--- config.mk ---
export PLATFORM = sky130hd
export DESIGN_NAME = imm_gen_pipe
export DESIGN_NICKNAME = d
export VERILOG_FILES = /design/src/rtl/imm_gen_pipe.sv
export SDC_FILE = /design/constraint.sdc
export NUM_CORES = 1
export LEC_CHECK = 0
export ABC_AREA = 1
export ABC_CLOCK_PERIOD_IN_PS = 14200
export BUFFER_PORTS_ARGS = -buffer_cell sky130_fd_sc_hd__clkbuf_2
export CORE_ASPECT_RATIO = 0.5
export CORE_MARGIN = 3
export CORE_UTILIZATION = 59
export DETAILED_ROUTE_END_ITERATION = 16
export PLACE_DENSITY = 0.85
export SLEW_MARGIN = 15
export SYNTH_ARGS = -nofsm -noshare
export SYNTH_HDL_FRONTEND = slang
export SYNTH_SLANG_ARGS = --single-unit
--- constraint.sdc ---
create_clock -name clk -period 14.2 [get_ports clk]
set_clock_uncertainty 0.05 [all_clocks]
set_input_delay 2.13 -clock clk [delete_from_list [all_inputs] [get_ports clk]]
set_output_delay 2.13 -clock clk [all_outputs]
set_load 0.02 [all_outputs]
--- src/rtl/imm_gen_pipe.sv ---
// imm_gen_pipe: RISC-V immediate generator feeding a small result FIFO.
// Each accepted request decodes in_inst/in_sel into an XLEN-bit immediate.
// The immediate is stored together with in_tag and an error bit.
// Results drain in order through a valid/ready output port.
//
// Ports:
//   clk, rst_n         clock, synchronous active-low reset
//   flush              synchronous buffer clear (rst_n has priority)
//   in_valid/in_ready  request handshake; in_sel, in_inst, in_tag payload
//   out_valid/out_ready head-of-buffer handshake
//   out_imm, out_tag, out_err  head entry (held when the buffer is empty)
//   count              current buffer occupancy
//
// Build option: define IMM_GEN_CSR_EN to decode sel 110 as a CSR zimm
// (inst[19:15], zero-extended). Otherwise sel 110 is flagged as an error.
module imm_gen_pipe #(
   parameter int unsigned XLEN  = 32,
   parameter int unsigned DEPTH = 2,
   parameter int unsigned TAG_W = 32
) (
   input  logic                       clk,
   input  logic                       rst_n,
   input  logic                       flush,
   input  logic                       in_valid,
   output logic                       in_ready,
   input  logic [2:0]                 in_sel,
   input  logic [31:0]                in_inst,
   input  logic [TAG_W-1:0]           in_tag,
   output logic                       out_valid,
   input  logic                       out_ready,
   output logic [XLEN-1:0]            out_imm,
   output logic [TAG_W-1:0]           out_tag,
   output logic                       out_err,
   output logic [$clog2(DEPTH):0]     count
);

   localparam int unsigned PTR_W = $clog2(DEPTH);
   localparam int unsigned CNT_W = PTR_W + 1;
   localparam int unsigned ENT_W = XLEN + TAG_W + 1;

   logic [ENT_W-1:0] mem [DEPTH];

   logic [PTR_W-1:0] wr_q, wr_d, rd_q, rd_d;
   logic [CNT_W-1:0] cnt_q, cnt_d, cnt_rem;
   logic [ENT_W-1:0] head_q, head_d;
   logic             in_ready_q, out_valid_q;

   logic [XLEN-1:0]  imm_c;
   logic             err_c;
   logic [ENT_W-1:0] new_ent;
   logic             push, pop;

   // Immediate decode of the incoming instruction word
   always_comb begin
      imm_c = XLEN'($signed(in_inst[31:20]));
      err_c = 1'b0;
      case (in_sel)
         3'b000: imm_c = XLEN'($signed(in_inst[31:20]));
         3'b001: imm_c = XLEN'($signed({in_inst[31:25], in_inst[11:7]}));
         3'b010: imm_c = XLEN'($signed({in_inst[31:12], 12'b0}));
         3'b011: imm_c = XLEN'($signed({in_inst[31], in_inst[19:12],
                                        in_inst[20], in_inst[30:21], 1'b0}));
         3'b100: imm_c = XLEN'($signed({in_inst[31], in_inst[7],
                                        in_inst[30:25], in_inst[11:8], 1'b0}));
         3'b101: imm_c = XLEN'(in_inst[31:20]);
`ifdef IMM_GEN_CSR_EN
         3'b110: imm_c = XLEN'(in_inst[19:15]);
`else
         3'b110: err_c = 1'b1;
`endif
         default: err_c = 1'b1;
      endcase
   end

   assign new_ent = {imm_c, in_tag, err_c};
   assign push    = in_valid && in_ready_q;
   assign pop     = out_valid_q && out_ready;

   // Next-state: pointers, occupancy and the registered head copy
   always_comb begin
      wr_d    = wr_q;
      rd_d    = rd_q;
      cnt_d   = cnt_q;
      head_d  = head_q;
      cnt_rem = cnt_q - CNT_W'(pop);
      if (flush) begin
         wr_d  = '0;
         rd_d  = '0;
         cnt_d = '0;
      end else begin
         wr_d  = wr_q + PTR_W'(push);
         rd_d  = rd_q + PTR_W'(pop);
         cnt_d = cnt_rem + CNT_W'(push);
         // Head after the edge: an older entry if one remains, otherwise
         // the entry being written now; empty buffer holds the last head.
         if (cnt_rem != '0) begin
            head_d = mem[rd_d];
         end else if (push) begin
            head_d = new_ent;
         end
      end
   end

   always_ff @(posedge clk) begin
      if (!rst_n) begin
         wr_q        <= '0;
         rd_q        <= '0;
         cnt_q       <= '0;
         head_q      <= '0;
         in_ready_q  <= 1'b1;
         out_valid_q <= 1'b0;
      end else begin
         wr_q        <= wr_d;
         rd_q        <= rd_d;
         cnt_q       <= cnt_d;
         head_q      <= head_d;
         in_ready_q  <= (cnt_d < CNT_W'(DEPTH));
         out_valid_q <= (cnt_d != '0);
      end
   end

   // Storage array; no reset needed since pointers gate visibility
   always_ff @(posedge clk) begin
      if (rst_n && !flush && push) begin
         mem[wr_q] <= new_ent;
      end
   end

   assign in_ready  = in_ready_q;
   assign out_valid = out_valid_q;
   assign count     = cnt_q;
   assign out_imm   = head_q[ENT_W-1 -: XLEN];
   assign out_tag   = head_q[TAG_W:1];
   assign out_err   = head_q[0];

endmodule
==> flow_summary.yaml <==
status:
  status: "finished, final reports clean"
logic_synthesis:
  syn_nets: 970
  yosys_register_bits: 201
  syn_inst: 896
  yosysWarnings: 0
  ys_types: 30
  netlist_area_um2: 8650
  syn_area_per_cell_um2: 9.65
  ys_seq_area_frac: 0.616
routing:
  drc: 0
  routed_wl_um: 20400
  drt_iter0_markers: 663
  drtAntennaViolNets: 0
  firstDrtPassIters: 5
  routed_via_density: 5.64
  vias: 6796
  wire_per_inst_um: 16.9
clocking:
  cts.clk_slew.worst_paths_ps: 70
  cts_tree: "built"
  clock_path_buffers: 3
  holdBufCountCts: 0
  clk_latency_ps: 470
  post_cts_resized: 0
  cts_root_buf: "clkbuf_16"
  htree_levels: 1
  clock_sink_count: 201
  numCtsBuffers: 19
  post_cts_buffers: 0
place:
  place_congestion: 0.823
  placed_cell_area_um2: 9380
  dpl.hpwl_um: 12100
  portBuffers: 133
finish:
  layout_common_cells: "228 x nand2_1, 133 x clkbuf_2, 130 x edfxtp_1"
  fillers: 1036
  post-route-util: 0.715
  n_antenna_cell: 0
  fin_nets: 1075
  final_common_cell: "nand2_1"
  design_area_um2: 9960
  syn2layout_area_growth_pct: 15.1
  drive_above_1_share: 0.217
floorplanning:
  die_y_um: 91.6
  dieArea_um2: 16200
  rows: 30
  io_pins: 141
  core_um2: 13900
  die_w_um: 177
  start_util: 0.621
timing:
  timing.final.max_slew_violations: 0
  setup_violations: 0
  fin_crit_ps: 4860
  max-slew-margin-rel: 0.238
  tightest_slew_ps: 1140
  setup_tns_ps: 0
  timing.final.crit_share: 0.342
  rsz0062_at_grt: "no"
  fmax_mhz: 206
  hold_violations: 0
  holdWs_ps: 445
grt:
  grt_usage: 0.252
  globalRouteOverflowTotal: 0
  grt_max_degree: 66
  first_global_vias: 6571
  grt_first_pass_wirelength_um: 32900
  antenna_found_initial: 0
pwr:
  totalPowerFinal_w: 0.00140
  leakage_nw: 4.28
  powerDensity_nw_per_um2: 141
  ir_drop_v: 0.0000799
critical_path:
  criticalPathCategory: "input port to flip-flop"
  endpoint_kind: "flip-flop"
  cp_max_fo: 50
  arrival_ps: 5180
  setup.worst_path.start_class: "input port"
  crit_required_ps: 14520
flow_run:
  maxCapViolCount: 0
hold_path:
  hold_class: "flip-flop to flip-flop"
## state kept, by name, indices dropped and copies added (netlist names)
name	count
head_q	65
wr_q	1
rd_q	1
in_ready	1
mem	130
out_valid	1
count	2
## worst paths after layout
| check | cells past startpoint | endpoint | from | slack [ps] |
|---|---|---|---|---|
| max | 14 | head_q[64]$_SDFFE_PN0P_ | out_ready | 9340 |
| min | 2 | wr_q$_SDFF_PP0_ | wr_q$_SDFF_PP0_ | 450 |
| max reg2reg | 13 | head_q[64]$_SDFFE_PN0P_ | out_valid$_SDFF_PN0_ | 10710 |
| min reg2reg | 2 | wr_q$_SDFF_PP0_ | wr_q$_SDFF_PP0_ | 450 |
## power by group
| part | internal [W] | total, W | switching [W] |
|---|---|---|---|
| registers | 0.000659 | 0.000674 | 0.0000153 |
| logic | 0.0000706 | 0.000248 | 0.000177 |
| clock network | 0.000276 | 0.000481 | 0.000206 |
| total | 0.00100 | 0.00140 | 0.000399 |
## cell usage after synthesis
| cell type | number | area share |
|---|---|---|
| a21oi_1 | 97 | 0.056 |
| a21oi_2 | 10 | 0.010 |
| and2_1 | 1 | 0.00072 |
| buf_1 | 2 | 0.00087 |
| buf_12 | 1 | 0.0023 |
| buf_2 | 14 | 0.0081 |
| buf_4 | 4 | 0.0035 |
| buf_6 | 1 | 0.0013 |
| clkbuf_1 | 37 | 0.016 |
| clkinv_1 | 1 | 0.00043 |
| dfxtp_1 | 71 | 0.16 |
| edfxtp_1 | 130 | 0.45 |
| ha_1 | 2 | 0.0029 |
| inv_1 | 44 | 0.019 |
| inv_2 | 2 | 0.00087 |
| inv_4 | 1 | 0.00072 |
| nand2_1 | 232 | 0.10 |
| nand2_2 | 11 | 0.0080 |
| nand2_4 | 4 | 0.0052 |
| nand2_8 | 1 | 0.0023 |
| nand3_1 | 86 | 0.050 |
| nand3_4 | 9 | 0.018 |
| nand4_1 | 8 | 0.0058 |
| nor2_1 | 46 | 0.020 |
| nor2_2 | 3 | 0.0022 |
| nor2_4 | 2 | 0.0026 |
| nor3_1 | 1 | 0.00058 |
| o211ai_1 | 8 | 0.0069 |
| o21ai_0 | 66 | 0.038 |
| o21ai_2 | 1 | 0.0010 |
## metrics by stage
stage / setup slack, ps / cells
after CTS: 9380 / 1205
after global placement: 8940 / 1172
final: 9340 / 1205
after floorplan: 6660 / 896
after global routing: 9080 / 1205
after detailed placement: 8870 / 1172
## critical path, stage by stage
cell and delay, ps:
clkbuf_2 110, nand2_1 80, inv_1 60, ha_1 150, inv_1 50, nand2_1 70, nand2_1 90, nand3_1 90
nand2_2 620, inv_2 780, buf_4 510, o21ai_0 160, nor2_1 150, nor2_1 60
## logic make-up after synthesis
logic type,count (synthesis),synth area share
and+or+nand+nor,404,0.216
DFF,201,0.616
AOI/OAI and AO/OA,182,0.112
buffers and inverters,107,0.0532
adders and majority gates,2,0.00289
## area by class of cell
type	count	area, um2	share of cell area
flip-flops and latches	201	5330	0.535
multi-input cells	588	2890	0.290
repair buffers	143	741	0.0744
clock buffers	27	526	0.0528
well taps	192	240	0.0241
inverters	48	183	0.0183
clock inverters	6	52.6	0.00528
## layer usage
| metal | global-route usage | up-vias | routed length (um) |
|---|---|---|---|
| met1 | 0.345 | 3191 | 8630 |
| met2 | 0.429 | 306 | 9800 |
| met4 | 0.0653 | 0 | 311 |
| met5 | 0 | - | 0 |
| li1 | - | 3270 | - |
| met3 | 0.0368 | 29 | 1650 |
No activity file was read; power rests on OpenSTA's default activity.
